$ cat src/rtl/wb_pkg.sv
// Shared types for the writeback stage: result-source select, load funct3 codes
// and the two-state writeback FSM encoding.
package wb_pkg;

   localparam int XLEN = 32;

   typedef enum logic [1:0] {
      WB_ALU  = 2'd0,
      WB_LOAD = 2'd1,
      WB_PC4  = 2'd2,
      WB_RSVD = 2'd3
   } wb_sel_e;

   localparam logic [2:0] F3_LB  = 3'b000;
   localparam logic [2:0] F3_LH  = 3'b001;
   localparam logic [2:0] F3_LW  = 3'b010;
   localparam logic [2:0] F3_LBU = 3'b100;
   localparam logic [2:0] F3_LHU = 3'b101;

   typedef enum logic {
      IDLE      = 1'b0,
      WAIT_LOAD = 1'b1
   } wb_state_e;

endpackage

$ cat src/rtl/load_align.sv
// Combinational load formatter: picks the byte/half addressed by the offset
// and sign- or zero-extends it according to funct3; unknown codes act as LW.
module load_align
   import wb_pkg::*;
(
   input  logic [31:0] data,
   input  logic [1:0]  offset,
   input  logic [2:0]  funct3,
   output logic [31:0] result
);

   logic [7:0]  byte_sel;
   logic [15:0] half_sel;

   always_comb begin
      byte_sel = data[7:0];
      case (offset)
         2'd1:    byte_sel = data[15:8];
         2'd2:    byte_sel = data[23:16];
         2'd3:    byte_sel = data[31:24];
         default: byte_sel = data[7:0];
      endcase
      // Halfword loads only look at offset[1]; offset[0] is ignored.
      half_sel = offset[1] ? data[31:16] : data[15:0];
   end

   always_comb begin
      result = data;
      case (funct3)
         F3_LB:   result = {{24{byte_sel[7]}}, byte_sel};
         F3_LH:   result = {{16{half_sel[15]}}, half_sel};
         F3_LBU:  result = {24'd0, byte_sel};
         F3_LHU:  result = {16'd0, half_sel};
         default: result = data;
      endcase
   end

endmodule

$ cat src/rtl/wb_stage.sv
// Pipeline writeback stage: accepts one instruction at a time from MEM, writes
// ALU/PC+4 results a cycle later and parks loads until the memory response.
// Optional retired-instruction counter enabled by defining WB_INSTRET_EN.
module wb_stage
   import wb_pkg::*;
#(
   parameter int XLEN = 32
) (
   input  logic            clk,
   input  logic            reset,
   input  logic            mem_valid,
   output logic            mem_ready,
   input  logic [4:0]      mem_rd,
   input  logic            mem_reg_write,
   input  logic [1:0]      mem_wb_sel,
   input  logic [2:0]      mem_funct3,
   input  logic [XLEN-1:0] mem_alu_result,
   input  logic [XLEN-1:0] mem_pc_plus4,
   input  logic            dmem_rsp_valid,
   input  logic [XLEN-1:0] dmem_rsp_data,
   output logic            rf_we,
   output logic [4:0]      rf_waddr,
   output logic [XLEN-1:0] rf_wdata,
   output logic            wb_pending,
   output logic [4:0]      wb_pend_rd,
   output logic [63:0]     instret
);

   wb_state_e   state;
   wb_state_e   next_state;
   logic        accept;
   logic        load_done;
   logic        is_load;
   logic [4:0]  pend_rd;
   logic        pend_reg_write;
   logic [2:0]  pend_funct3;
   logic [1:0]  pend_offset;
   logic [XLEN-1:0] direct_wdata;
   logic [31:0] load_data;

   assign is_load = (wb_sel_e'(mem_wb_sel) == WB_LOAD);

   always_ff @(posedge clk) begin
      if (reset) begin
         state <= IDLE;
      end else begin
         state <= next_state;
      end
   end

   // Responses are only consumed in WAIT_LOAD, and that cycle never accepts.
   always_comb begin
      next_state = state;
      mem_ready  = 1'b0;
      accept     = 1'b0;
      load_done  = 1'b0;
      case (state)
         IDLE: begin
            mem_ready = 1'b1;
            if (mem_valid) begin
               accept = 1'b1;
               if (is_load) begin
                  next_state = WAIT_LOAD;
               end
            end
         end
         WAIT_LOAD: begin
            if (dmem_rsp_valid) begin
               load_done  = 1'b1;
               next_state = IDLE;
            end
         end
         default: next_state = IDLE;
      endcase
   end

   always_comb begin
      direct_wdata = '0;
      case (wb_sel_e'(mem_wb_sel))
         WB_ALU:  direct_wdata = mem_alu_result;
         WB_PC4:  direct_wdata = mem_pc_plus4;
         default: direct_wdata = '0;
      endcase
   end

   load_align u_load_align (
      .data   (dmem_rsp_data),
      .offset (pend_offset),
      .funct3 (pend_funct3),
      .result (load_data)
   );

   // Write port registers: rf_we pulses once, address/data hold between writes.
   always_ff @(posedge clk) begin
      if (reset) begin
         rf_we          <= 1'b0;
         rf_waddr       <= '0;
         rf_wdata       <= '0;
         pend_rd        <= '0;
         pend_reg_write <= 1'b0;
         pend_funct3    <= '0;
         pend_offset    <= '0;
      end else begin
         rf_we <= 1'b0;
         if (accept) begin
            if (is_load) begin
               pend_rd        <= mem_rd;
               pend_reg_write <= mem_reg_write;
               pend_funct3    <= mem_funct3;
               pend_offset    <= mem_alu_result[1:0];
            end else if (mem_reg_write && (mem_rd != 5'd0)) begin
               rf_we    <= 1'b1;
               rf_waddr <= mem_rd;
               rf_wdata <= direct_wdata;
            end
         end else if (load_done && pend_reg_write && (pend_rd != 5'd0)) begin
            rf_we    <= 1'b1;
            rf_waddr <= pend_rd;
            rf_wdata <= load_data;
         end
      end
   end

   assign wb_pending = (state == WAIT_LOAD);
   assign wb_pend_rd = wb_pending ? pend_rd : 5'd0;

`ifdef WB_INSTRET_EN
   logic complete;

   // Completions count even when the write itself is suppressed (rd=0 etc.).
   assign complete = (accept && !is_load) || load_done;

   always_ff @(posedge clk) begin
      if (reset) begin
         instret <= '0;
      end else if (complete) begin
         instret <= instret + 64'd1;
      end
   end
`else
   assign instret = '0;
`endif

endmodule

$ cat config.mk
export PLATFORM = sky130hd
export DESIGN_NAME = wb_stage
export DESIGN_NICKNAME = d
export VERILOG_FILES = /design/src/rtl/wb_pkg.sv /design/src/rtl/load_align.sv /design/src/rtl/wb_stage.sv
export SDC_FILE = /design/constraint.sdc
export NUM_CORES = 1
export LEC_CHECK = 0
export ABC_AREA = 1
export CAP_MARGIN = 15
export CORE_UTILIZATION = 37
export CTS_CLUSTER_DIAMETER = 80
export DETAILED_ROUTE_END_ITERATION = 8
export GPL_ROUTABILITY_DRIVEN = 0
export PLACE_DENSITY = 0.79
export SYNTH_ARGS = -nofsm -noshare
export SYNTH_HDL_FRONTEND = slang
export SYNTH_HIERARCHICAL = 1
export SYNTH_SLANG_ARGS = --single-unit
$ cat constraint.sdc
create_clock -name clk -period 1.3 [get_ports clk]
set_input_delay 0.13 -clock clk [delete_from_list [all_inputs] [get_ports clk]]
set_output_delay 0.13 -clock clk [all_outputs]
set_load 0.02 [all_outputs]
==> flow_summary_export.csv, run 1 <==
group,metric,value,unit
run_status,status,"finished, violations left",
run_status,violations,"setup timing",
worst_setup_path,cp.required,1520,ps
finish,regArea,1017,µm²
routing,drtPass1Iterations,6,
clocking,cts.sinks,50,
logic_synthesis,synth_area,4228,µm²
timing,hold-worst-slack,455.0,ps
finish,fin_nets,1027,
worst_setup_path,startpoint_type,"flip-flop",
worst_setup_path,worstPathCellList,"inv_6, buf_12, a21oi_4, buf_6, buf_6, nor2_2, a21oi_2, nand2_1, nand2_1, nor2_2, nor2_1",
logic_synthesis,synth_xor_area_frac,0,
finish,n_fill_cell,914,
timing,fin_ws,-168.1,ps
place,io_buffers,155,
routing,drc,0,
routing,viasPerCell,4.943,
clocking,clockBufferDepth,2,
timing,drv_slew,0,
logic_synthesis,ys_ff_latch,50,
worst_setup_path,worstRegToRegCells,11,
global_route,grt_antenna_before_repair,0,
finish,diodes,0,
routing,drtIter0Drc,379,
global_route,grt_use_total,0.2478,
worst_setup_path,max_stage_delay,400,ps
global_route,grt_overflow,0,
clocking,cts-root-buf,"clkbuf_16",
global_route,grt_max_degree,38,
min_path,hp-class,"input pin to flip-flop",
logic_synthesis,synth.avg_cell_area,5.897,µm²
timing,max_freq,0.6811,GHz
logic_synthesis,yosysUniqueCellTypes,29,
clocking,cts-htree-levels,2,
timing,final.period_utilization,1.129,
finish,layoutNonFillerInstCount,1057,
clocking,numCtsBuffers,5,
timing,fin_worst_skew,9.446,ps
logic_synthesis,synth_top_family_by_area,"simple AND/OR/NAND/NOR gates",
clocking,clkTransAtPathRegs,60,ps
timing,rsz0062_at_grt,"yes",
finish,multiInputGateArea,3022,µm²
die,core,10980,µm²
finish,fin_area,6897,µm²
worst_setup_path,path_class,"flip-flop to flip-flop",
die,dieArea,11860,µm²
worst_setup_path,cp.arrival,1690,ps
min_path,holdPathStages,3,
worst_setup_path,slowest_stage,"dfxtp_4",
finish,syn_to_final_growth,63.13,%
place,dpl_cell_area,6035,µm²
global_route,grt_first_pass_wirelength,22.89,mm
timing,finalCriticalPeriod,1468,ps
global_route,grt_pass1_vias,4768,
die,ios,220,
logic_synthesis,synthAdderAreaFrac,0,
power_and_ir_drop,power.density,782.5,nW/µm²
power_and_ir_drop,power,5.396,mW
job,maxCapViolCount,0,
logic_synthesis,synth_seq_area_share,0.2368,
routing,wl_per_cell,15.07,µm
routing,ant_nets,0,
finish,utilization,0.6279,
timing,setup_violations,32,
die,fp.dieH,108.9,µm
clocking,tritoncts,"built",
logic_synthesis,yosys_warnings,6,
power_and_ir_drop,leakage,3.530,nW
logic_synthesis,synth_simple_gate_area_frac,0.4993,
die,dieWidth,108.9,µm
clocking,ctsHoldBuffers,0,
worst_setup_path,setup.worst_path.end_class,"flip-flop",
routing,wl,15.93,mm
place,dpl.hpwl,10.75,mm
logic_synthesis,synthCells,717,
clocking,insertion_delay,290,ps
die,initial_core_util,0.3849,
die,row_count,38,
logic_synthesis,synth_compound_area_frac,0.05771,
place,placed_cells,1027,
finish,drive_above_1_share,0.2388,
power_and_ir_drop,irDropWorstVdd,806.3,µV
logic_synthesis,muxShareOfSynthArea,0,
routing,vias,5225,
timing,hold_viol,0,
worst_setup_path,cp_max_fo,6,
## cells in the final DEF (no fill, tap or decap), drive strengths merged, types with 2 or more instances in the layout
cell	instances
conb	64
a21oi	21
clkbuf	10
a22oi	7
nor2	103
dfxtp	50
inv	27
clkdlybuf4s50	108
nand3b	33
buf	84
dlymetal6s2s	2
o21ai	12
nand3	60
dlygate4sd2	39
nand2	290
clkdlybuf4s15	2
## worst paths after layout
path	start	end	slack (ps)
setup / recovery	pend_offset[1]	rf_wdata[0]	-170
hold reg to reg	rf_wdata[5]	rf_wdata[5]	470
hold / removal	mem_funct3[0]	pend_funct3[0]	450
setup reg to reg	pend_offset[1]	rf_wdata[0]	-170
## metal layers
metal	global-route usage	vias to the layer above	wire length (µm)
met5	0	-	0
met2	0.4353	316	7526
met1	0.2923	2325	6193
met4	0.09556	0	691
li1	-	2517	-
met3	0.05260	67	1514
## cell type report
class | instances | area share
Tap cell | 140 | 0.02540
Multi-Input combinational cell | 594 | 0.4381
Timing Repair Buffer | 238 | 0.3467
Inverter | 27 | 0.01869
Clock buffer | 7 | 0.01923
Sequential cell | 50 | 0.1475
Clock inverter | 1 | 0.004354
## critical path, delay by kind of cell, from the launching register on
| family | cells | cell delay (ps) |
|---|---|---|
| buffers and inverters | 4 | 420 |
| DFF | 1 | 400 |
| AOI/OAI and AO/OA | 2 | 250 |
| and+or+nand+nor | 5 | 330 |
## registers in the layout, indices dropped and copies added, names as in the netlist
| name | cells |
|---|---|
| pend_funct3 | 3 |
| wb_pending | 1 |
| pend_reg_write | 1 |
| rf_waddr | 5 |
| pend_rd | 5 |
| rf_we | 1 |
| pend_offset | 2 |
| rf_wdata | 32 |
## power breakdown
group	internal, mW	switching, mW
combinational	1.01	1.23
sequential	1.62	0.0545
clock	0.911	0.561
total	3.55	1.85
## repair_timing
action / 4_1_cts / 5_1_grt
buffers inserted: 13 / 6
resized for setup: 131 / 84
endpoints found under the setup margin: 92 / 50
gates cloned: 5 / 1
hold endpoints to repair: 0 / 0
pin swaps: 67 / 70
## cells by family (layout without fill, tap and decap cells)
logic type / Yosys count / after routing
other cells: 1 / 64
flops: 50 / 50
simple gates: 488 / 488
buf+inv: 136 / 273
compound gates: 42 / 42
## cells in the mapped netlist, drive strengths merged
library cell | n | share of area
dfxtp | 50 | 0.24
nand3b | 33 | 0.059
a21oi | 21 | 0.028
and2 | 1 | 0.0015
nand2 | 290 | 0.26
buf | 96 | 0.17
a21boi | 1 | 0.0018
nand4 | 1 | 0.0050
o211ai | 1 | 0.0018
o21ai | 12 | 0.014
nor2 | 103 | 0.093
inv | 27 | 0.026
a22oi | 7 | 0.012
clkbuf | 13 | 0.012
nand3 | 60 | 0.079
conb | 1 | 0.00089
## per-stage QoR
stage                     worst slack [ps]  setup TNS [ps]
after CTS                           -107.3           -2085
after global placement              -374.1          -13730
final                               -168.1           -2505
after global routing                -235.4           -4956
after floorplan                     -32.41          -638.2
after detailed placement            -397.1          -14820
Power figures use the tool's default switching activity.
==> run 2: changes to the inputs <==
Settings changed: CORE_UTILIZATION 37 to 40, PLACE_DENSITY 0.79 to 0.81.
Clock period 1.3 ns to 1.9 ns, I/O delays scaled along.
==> run 2 against run 1 <==
Effect of this change:
- the run now ends clean
- sequential share of layout area up 2.7 points
- sequential power decreased by 32%
- worst setup slack improved by 290 ps
- clock power down 48%
- cell count shrank 6.6%
- via count shrank 10%
- clock skew rose by 0.72 ps
- clock-buffer cell count shrank 2
- critical endpoint is now wb_pend_rd[1]
==> flow_summary_export.csv, run 2 (synthesized netlist as in run 1, its figures left out) <==
group,metric,value,unit
finish,layout_commonest_cell,"nand2_1",
worst_setup_path,cpLargestDelayFamily,"buffers and inverters",
finish,diodes,0,
die,dieWidth,104.8,µm
global_route,grt_max_degree,39,
clocking,cts.sinks,50,
global_route,grt_overflow,0,
finish,drive_above_1_share,0.05640,
clocking,insertion_delay,310,ps
routing,wl,13.33,mm
power_and_ir_drop,leakage,2.843,nW
power_and_ir_drop,irDropWorstVdd,270.8,µV
timing,finalCriticalPeriod,1774,ps
run_status,status,"finished, final reports clean",
clocking,clockBufferDepth,2,
place,dpl.hpwl,10.28,mm
die,dieArea,10990,µm²
die,fp.dieH,104.8,µm
min_path,hp-class,"input pin to flip-flop",
worst_setup_path,path_class,"flip-flop to primary output",
place,dp_slack,120.1,ps
clocking,cts-htree-levels,2,
worst_setup_path,setup.worst_path.end_class,"primary output",
clocking,cts_resized,0,
worst_setup_path,worstRegToRegCells,10,
global_route,grt_pass1_vias,4382,
finish,final_cell_mix,"nand2_1 (285), clkdlybuf4s50_1 (155), nor2_1 (101)",
finish,fin_nets,961,
worst_setup_path,startpoint_type,"flip-flop",
worst_setup_path,worstPathCellList,"nand2_1, inv_1, clkdlybuf4s50_1",
die,row_count,37,
clocking,ctsHoldBuffers,0,
routing,wl_per_cell,13.51,µm
power_and_ir_drop,power.density,544.7,nW/µm²
routing,drc,0,
routing,vias,4696,
routing,drtIter0Drc,261,
die,initial_core_util,0.4114,
timing,hold_viol,0,
clocking,numCtsBuffers,5,
routing,drtPass1Iterations,7,
timing,fin_worst_skew,10.16,ps
worst_setup_path,cp.arrival,1580,ps
power_and_ir_drop,power,3.121,mW
finish,top_regs,"rf_wdata (32), pend_rd (5), rf_waddr (5)",
finish,regArea,1001,µm²
finish,largest_reg_flops,32,
job,maxCapViolCount,0,
timing,final.period_utilization,0.9336,
timing,rsz0062_at_grt,"no",
timing,max_freq,0.5638,GHz
global_route,grt_use_total,0.2437,
worst_setup_path,cp.required,1710,ps
timing,setup_violations,0,
finish,n_fill_cell,1029,
die,ios,220,
worst_setup_path,cp_max_fo,9,
finish,utilization,0.5576,
timing,hold-worst-slack,482.8,ps
global_route,grt_antenna_before_repair,0,
worst_setup_path,max_stage_delay,600,ps
finish,syn_to_final_growth,35.54,%
clocking,tritoncts,"built",
timing,drv_slew,0,
timing,fin_ws,126.2,ps
place,io_buffers,155,
global_route,grt_first_pass_wirelength,21.61,mm
clocking,cts-root-buf,"clkbuf_8",
timing,fin_setup_tns,0,ps
worst_setup_path,slowest_stage,"clkdlybuf4s50_1",
die,core,10280,µm²
finish,multiInputGateArea,2595,µm²
clocking,clkTransAtPathRegs,100,ps
finish,regMostFlops,"rf_wdata",
worst_setup_path,path_buf_inv,2,
min_path,holdPathStages,3,
routing,ant_nets,0,
routing,viasPerCell,4.758,
worst_setup_path,crit_cells,3,
clocking,cts_setup_buffers,0,
[run 2: metrics by stage]
stage / instances / area (µm²)
2_1_floorplan: 780 / 4464
3_3_place_gp: 979 / 5617
3_5_place_dp: 979 / 5617
4_1_cts: 987 / 5731
5_1_grt: 987 / 5731
6_report: 987 / 5731
[run 2: cell type report]
class	instances	share of cell area
multi-input combinational	594	0.4528
tap	136	0.02969
sequential	50	0.1747
timing repair buffer	172	0.3039
clock inverter	3	0.007860
clock buffer	5	0.01201
inverter	27	0.01900
[run 2: where the power goes]
part / switching, mW / internal [mW]
clock network: 0.379 / 0.392
registers: 0.0401 / 1.11
logic: 0.671 / 0.526
total: 1.09 / 2.03
[run 2: metal layers]
layer / vias to the layer above / global-route usage / wire length (µm) / share of wire
li1: 2368 / - / - / -
met1: 2102 / 0.3075 / 5802 / 0.44
met2: 212 / 0.4186 / 6266 / 0.47
met3: 14 / 0.05240 / 1020 / 0.077
met4: 0 / 0.06338 / 240 / 0.018
met5: - / 0 / 0 / 0
[run 2: tightest hold or removal path, stage by stage]
cell and delay, ps:
clkdlybuf4s50_1 430, nand2_1 80, a21oi_1 60
[run 2: path summary, 6_finish.rpt]
path                        from             end  slack (ps)
hold / removal     mem_reg_write  pend_reg_write         480
setup reg to reg  pend_funct3[1]    rf_wdata[27]         280
hold reg to reg   pend_reg_write  pend_reg_write         490
setup / recovery      wb_pending   wb_pend_rd[1]         130
